--- config.mk ---
export PLATFORM = sky130hd
export DESIGN_NAME = conv_encoder_flat
export DESIGN_NICKNAME = d
export VERILOG_FILES = /design/src/rtl/viterbi_pkg.sv /design/src/rtl/conv_encoder_if.sv /design/src/rtl/conv_encoder.sv /design/src/flat_wrapper.sv
export SDC_FILE = /design/constraint.sdc
export NUM_CORES = 1
export LEC_CHECK = 0
export CAP_MARGIN = 15
export CORE_MARGIN = 5
export CORE_UTILIZATION = 55
export DETAILED_ROUTE_END_ITERATION = 16
export MAX_ROUTING_LAYER = met4
export PLACE_DENSITY_LB_ADDON = 0.3
export SYNTH_ARGS = -nofsm -noshare
export SYNTH_HDL_FRONTEND = slang
export SYNTH_SLANG_ARGS = --single-unit
--- constraint.sdc ---
create_clock -name clk_i -period 4.9 [get_ports clk_i]
set_input_delay 0.98 -clock clk_i [delete_from_list [all_inputs] [get_ports clk_i]]
set_output_delay 0.98 -clock clk_i [all_outputs]
set_load 0.1 [all_outputs]
--- src/rtl/viterbi_pkg.sv ---
// Shared trellis definitions for the rate-1/2, K=3 convolutional code (G0=7, G1=5).
// The encoder and the Viterbi decoder both use this state numbering.
package viterbi_pkg;

    localparam int K          = 3;
    localparam int NUM_STATES = 4;
    localparam logic [2:0] G0 = 3'b111;
    localparam logic [2:0] G1 = 3'b101;

    typedef enum logic [1:0] {
        DATA,
        TAIL1,
        TAIL2,
        DRAIN
    } enc_state_e;

    // s[1] is the newest bit, so the new input shifts in from the top.
    function automatic logic [1:0] next_state(input logic [1:0] s, input logic u);
        return {u, s[1]};
    endfunction

    function automatic logic [1:0] branch_sym(input logic [1:0] s, input logic u);
        logic [2:0] taps;
        taps = {u, s};
        return {^(taps & G0), ^(taps & G1)};
    endfunction

endpackage

--- src/rtl/conv_encoder_if.sv ---
// Input bit stream, output symbol stream and frame status of the convolutional encoder.
interface conv_encoder_if #(
    parameter int CNT_W = 16
);
    logic             in_valid_i;
    logic             in_bit_i;
    logic             in_last_i;
    logic             in_ready_o;
    logic             sym_valid_o;
    logic [1:0]       sym_o;
    logic             sym_last_o;
    logic             sym_ready_i;
    logic [CNT_W-1:0] frame_bits_o;
    logic             frame_done_o;

    modport master (
        output in_valid_i, in_bit_i, in_last_i, sym_ready_i,
        input  in_ready_o, sym_valid_o, sym_o, sym_last_o, frame_bits_o, frame_done_o
    );

    modport slave (
        input  in_valid_i, in_bit_i, in_last_i, sym_ready_i,
        output in_ready_o, sym_valid_o, sym_o, sym_last_o, frame_bits_o, frame_done_o
    );
endinterface

--- src/rtl/conv_encoder.sv ---
// Rate-1/2 convolutional encoder with a single registered output symbol and
// automatic two-bit zero tail so every frame ends the trellis in state 0.
module conv_encoder #(
    parameter int K     = 3,
    parameter int CNT_W = 16
) (
    input logic           clk_i,
    input logic           rst_ni,
    conv_encoder_if.slave bus
);
    import viterbi_pkg::*;

    enc_state_e       state_q, state_d;
    logic [K-2:0]     trellis_q;
    logic             sym_valid_q;
    logic             sym_last_q;
    logic [1:0]       sym_q;
    logic [CNT_W-1:0] frame_bits_q;
    logic             new_frame_q;

    logic slot_free;
    logic load;
    logic load_u;
    logic load_last;
    logic data_accept;
    logic in_ready;
    logic frame_done;

    assign slot_free = !sym_valid_q || bus.sym_ready_i;

    // The output register is refilled in the same cycle it drains, so data
    // and tail symbols stream at one per cycle when the sink keeps up.
    always_comb begin
        state_d     = state_q;
        load        = 1'b0;
        load_u      = 1'b0;
        load_last   = 1'b0;
        data_accept = 1'b0;
        in_ready    = 1'b0;
        frame_done  = 1'b0;
        case (state_q)
            DATA: begin
                in_ready = slot_free;
                if (bus.in_valid_i && slot_free) begin
                    load        = 1'b1;
                    load_u      = bus.in_bit_i;
                    data_accept = 1'b1;
                    if (bus.in_last_i) begin
                        state_d = TAIL1;
                    end
                end
            end
            TAIL1: begin
                if (slot_free) begin
                    load    = 1'b1;
                    state_d = TAIL2;
                end
            end
            TAIL2: begin
                if (slot_free) begin
                    load      = 1'b1;
                    load_last = 1'b1;
                    state_d   = DRAIN;
                end
            end
            DRAIN: begin
                if (sym_valid_q && bus.sym_ready_i && sym_last_q) begin
                    frame_done = 1'b1;
                    state_d    = DATA;
                end
            end
            default: state_d = DATA;
        endcase
    end

    always_ff @(posedge clk_i or negedge rst_ni) begin
        if (!rst_ni) begin
            state_q <= DATA;
        end else begin
            state_q <= state_d;
        end
    end

    // Trellis state and symbol register advance together; an unreloaded
    // symbol keeps its value but loses valid/last once consumed.
    always_ff @(posedge clk_i or negedge rst_ni) begin
        if (!rst_ni) begin
            trellis_q   <= '0;
            sym_q       <= 2'b00;
            sym_valid_q <= 1'b0;
            sym_last_q  <= 1'b0;
        end else if (load) begin
            trellis_q   <= next_state(trellis_q, load_u);
            sym_q       <= branch_sym(trellis_q, load_u);
            sym_valid_q <= 1'b1;
            sym_last_q  <= load_last;
        end else if (bus.sym_ready_i) begin
            sym_valid_q <= 1'b0;
            sym_last_q  <= 1'b0;
        end
    end

    // The count restarts at 1 on the first bit of each frame and otherwise
    // holds, so the previous frame's length stays visible between frames.
    always_ff @(posedge clk_i or negedge rst_ni) begin
        if (!rst_ni) begin
            frame_bits_q <= '0;
            new_frame_q  <= 1'b1;
        end else begin
            if (data_accept) begin
                new_frame_q <= 1'b0;
                if (new_frame_q) begin
                    frame_bits_q <= CNT_W'(1);
                end else if (frame_bits_q != {CNT_W{1'b1}}) begin
                    frame_bits_q <= frame_bits_q + CNT_W'(1);
                end
            end
            if (frame_done) begin
                new_frame_q <= 1'b1;
            end
        end
    end

    assign bus.in_ready_o   = in_ready;
    assign bus.sym_valid_o  = sym_valid_q;
    assign bus.sym_o        = sym_q;
    assign bus.sym_last_o   = sym_last_q;
    assign bus.frame_bits_o = frame_bits_q;
    assign bus.frame_done_o = frame_done;

endmodule

--- src/flat_wrapper.sv ---
// flat-port wrapper written by rule: the top's interface ports become plain ports
module conv_encoder_flat import viterbi_pkg::*;
#(
    parameter int K     = 3,
    parameter int CNT_W = 16
)
  (clk_i, rst_ni, bus_in_valid_i, bus_in_bit_i, bus_in_last_i, bus_sym_ready_i, bus_in_ready_o, bus_sym_valid_o, bus_sym_o, bus_sym_last_o, bus_frame_bits_o, bus_frame_done_o);
  conv_encoder_if #(.CNT_W(CNT_W)) bus_i ();
  input logic clk_i;
  input logic rst_ni;
  input wire logic [$bits(bus_i.in_valid_i)-1:0] bus_in_valid_i;
  input wire logic [$bits(bus_i.in_bit_i)-1:0] bus_in_bit_i;
  input wire logic [$bits(bus_i.in_last_i)-1:0] bus_in_last_i;
  input wire logic [$bits(bus_i.sym_ready_i)-1:0] bus_sym_ready_i;
  output wire logic [$bits(bus_i.in_ready_o)-1:0] bus_in_ready_o;
  output wire logic [$bits(bus_i.sym_valid_o)-1:0] bus_sym_valid_o;
  output wire logic [$bits(bus_i.sym_o)-1:0] bus_sym_o;
  output wire logic [$bits(bus_i.sym_last_o)-1:0] bus_sym_last_o;
  output wire logic [$bits(bus_i.frame_bits_o)-1:0] bus_frame_bits_o;
  output wire logic [$bits(bus_i.frame_done_o)-1:0] bus_frame_done_o;
  assign bus_i.in_valid_i = bus_in_valid_i;
  assign bus_i.in_bit_i = bus_in_bit_i;
  assign bus_i.in_last_i = bus_in_last_i;
  assign bus_i.sym_ready_i = bus_sym_ready_i;
  assign bus_in_ready_o = bus_i.in_ready_o;
  assign bus_sym_valid_o = bus_i.sym_valid_o;
  assign bus_sym_o = bus_i.sym_o;
  assign bus_sym_last_o = bus_i.sym_last_o;
  assign bus_frame_bits_o = bus_i.frame_bits_o;
  assign bus_frame_done_o = bus_i.frame_done_o;
  conv_encoder #(.K(K), .CNT_W(CNT_W)) u_core (.clk_i(clk_i), .rst_ni(rst_ni), .bus(bus_i));
endmodule
==> flow_summary.json <==
{
  "overflow": 0,
  "worst_pin_slew_ps": 991.1,
  "post-cts-setup-buffer-count": 0,
  "rrSetupSlack_ps": 2750,
  "path_delay_family": "buffers and inverters",
  "pwr-share-seq_pct": 29.2,
  "diodes": 0,
  "p_sw_mw": 0.6870,
  "wl_per_cell_um": 13.97,
  "routed_wl_um": 3032,
  "p_leak_nw": 0.7686,
  "worstPathMaxFanout": 9,
  "cts_tree": "built",
  "htreeDepth": 1,
  "drv_cap": 0,
  "n_fill_cell": 202,
  "status": "complete, no violations",
  "crit_slowest_cell": "clkdlybuf4s50_1",
  "path_class": "in -> out",
  "synth_nets": 173,
  "powerDensity_nw_per_um2": 692.3,
  "grt_pass1_wl_um": 5388,
  "setup_tns_ps": 0,
  "p_int_mw": 0.5309,
  "crit_start": "bus_sym_ready_i",
  "synth_top_area_share_pct": 41.24,
  "gp_congestion": 0.8288,
  "grt_max_degree": 26,
  "syn_area_um2": 1456,
  "crit_path_start_kind": "input port",
  "io_buffers": 27,
  "ys_top_cells_by_area": "dfrtp_1 41%, ha_1 5.2%, nand2_1 4.9%, nor2_1 4.1%, a21oi_1 3.4%",
  "hp-class": "reg -> reg",
  "dp_hpwl_um": 2273,
  "layout-drive-gt1-share_pct": 7.487,
  "dp_slack_ps": 1662,
  "cpPeakStageDelay_ps": 490,
  "synth_seq_cells": 25,
  "grt_setup_unrepaired": "false",
  "ys_warn_count": 0,
  "cts_max_path_buffers": 2,
  "clk_pin_slew_ps": 130,
  "relSlewSlack_pct": 33.72,
  "peakVddDrop_uv": 512.0,
  "final_cells": 217,
  "final_antenna_net_count": 0,
  "die_w_um": 61.46,
  "vias": 1247,
  "p_clk_share_pct": 7.4,
  "first_global_vias": 1209,
  "required_ps": 3920,
  "final_nets": 200,
  "cts_buffers": 3,
  "fin_crit_ps": 3243,
  "yosysSeqAreaShare_pct": 43.04,
  "fmax_ghz": 0.3084,
  "core-area_um2": 2500,
  "synth_async_sr_flop_share_pct": 100.0,
  "hold_buffers": 0,
  "synth.most_common_cell": "dfrtp_1",
  "worstReg2RegStart": "u_core.bus.frame_bits_o[0]",
  "setup-violations-final": 0,
  "path_buf_inv": 2,
  "fin_ws_ps": 1657,
  "dp.cells": 212,
  "worstPathCellList": "clkdlybuf4s50_1 -> nand2b_1 -> and2_1 -> buf_4",
  "root_buffer": "clkbuf_4",
  "final_max_slew_viol_count": 0,
  "synth_flop_cell": "dfrtp_1",
  "power_mw": 1.218,
  "syn2layout_area_growth_pct": 20.79,
  "combPwrFrac_pct": 63.4,
  "synth_cell_type_count": 40,
  "regArea_um2": 626.9,
  "viasPerCell": 5.747,
  "drt_iter0_markers": 27,
  "die_area_um2": 3777,
  "end_kind": "primary output",
  "clock_sinks": 25,
  "initial_core_util_pct": 58.26,
  "avgSynthCellArea_um2": 9.046,
  "multi_input_area_um2": 762.0,
  "switching_share_pct": 56.41,
  "die_h_um": 61.46,
  "num_rows": 18,
  "grt_use_total_pct": 19.51,
  "synth_edf_count": 0,
  "synth_commonest_cells": "24 x dfrtp_1, 19 x nand2_1, 16 x nor2_1",
  "synth_cells": 161,
  "finClkSkew_ps": 7.069,
  "period_share_pct": 66.18,
  "worstPathArrival_ps": 2260,
  "antenna_found_initial": 0,
  "drc": 0,
  "yosys.area.top_type": "dfrtp_1",
  "pin_count": 28,
  "hold_viol_final": 0,
  "hold_path.startpoint": "u_core.bus.sym_o[1]",
  "firstDrtPassIters": 4,
  "post_cts_resized": 0,
  "clk_latency_ps": 310
}
-- flip-flops by register name, summed over array words and instances, names as in the netlist --
signal                   flops
u_core.trellis_q             2
u_core.bus.sym_last_o        1
u_core.bus.sym_valid_o       1
u_core.state_q               2
u_core.new_frame_q           1
u_core.bus.sym_o             2
u_core.bus.frame_bits_o     16
-- cells in the final DEF (no fill, tap or decap), types with 2 or more instances in the layout --
master | synthesis | layout
o21ai_0 | 10 | 10
clkdlybuf4s50_1 | 0 | 25
inv_1 | 7 | 7
mux2i_1 | 3 | 3
mux2_2 | 3 | 3
buf_4 | 1 | 2
nand4_1 | 4 | 4
nor3_1 | 6 | 6
nand3_1 | 10 | 10
nand2b_1 | 4 | 4
a21oi_1 | 10 | 10
nand2_1 | 19 | 19
and3_1 | 3 | 3
dfrtp_1 | 24 | 24
a21o_1 | 3 | 3
ha_1 | 6 | 6
clkbuf_4 | 0 | 3
nor2_1 | 16 | 16
nor4_1 | 4 | 4
o22ai_1 | 3 | 3
-- worst register-to-register path: stages, from the launching register on --
cell     delay, ps
dfrtp_1        490
ha_1           280
nand3_1        150
nor3_4         270
a21o_1         480
mux2_2         390
-- cell families after synthesis --
family | after synthesis | share of synthesized area [%]
DFF | 25 | 43.04
and+or+nand+nor | 75 | 27.24
AOI/OAI and AO/OA | 34 | 14.35
buffers and inverters | 13 | 4.640
muxes | 6 | 4.381
xor gates and xnor gates | 2 | 1.203
adders and majority gates | 6 | 5.155
-- routing by layer --
metal | up-vias | GRT usage, % | share of wire (%)
met3 | 2 | 3.145 | 3.4
met4 | 0 | 6.364 | 0.53
met5 | - | - | 0
met1 | 596 | 26.11 | 48
li1 | 631 | - | -
met2 | 18 | 30.21 | 48
-- cell type report --
cell class / count / area share (%)
Inverter: 7 / 1.494
Timing Repair Buffer: 28 / 15.93
Multi-Input combinational cell: 123 / 43.31
Clock buffer: 4 / 1.494
Tap cell: 30 / 2.134
Sequential cell: 25 / 35.63
-- power groups by stage --
| stage | clock (mW) | combinational, mW | sequential, mW |
|---|---|---|---|
| CTS | 0.0960 | 0.774 | 0.355 |
| floorplan | 0 | 0.338 | 0.629 |
| global placement | 0 | 0.753 | 0.355 |
| detailed placement | 0 | 0.771 | 0.359 |
| global route | 0.106 | 0.831 | 0.371 |
| finish | 0.0900 | 0.772 | 0.356 |
-- path summary, 6_finish.rpt --
check	to	cells after the start
min reg2reg	u_core.bus.sym_o[1]	2
max reg2reg	u_core.bus.frame_bits_o[0]	5
min in group asynchronous	u_core.bus.frame_bits_o[4]	1
max in group asynchronous	u_core.new_frame_q	2
min	u_core.bus.sym_o[1]	2
max	bus_in_ready_o	4
-- per-stage QoR --
step / hold slack [ps] / instance area (um^2) / util (%)
CTS: 556.5 / 1744 / 69.77
global placement: 513.5 / 1718 / 68.72
finish: 548.0 / 1759 / 70.37
global route: 608.0 / 1759 / 70.37
floorplan: 523.8 / 1456 / -
detailed placement: 533.5 / 1718 / 68.72
Power figures use the tool's default switching activity.
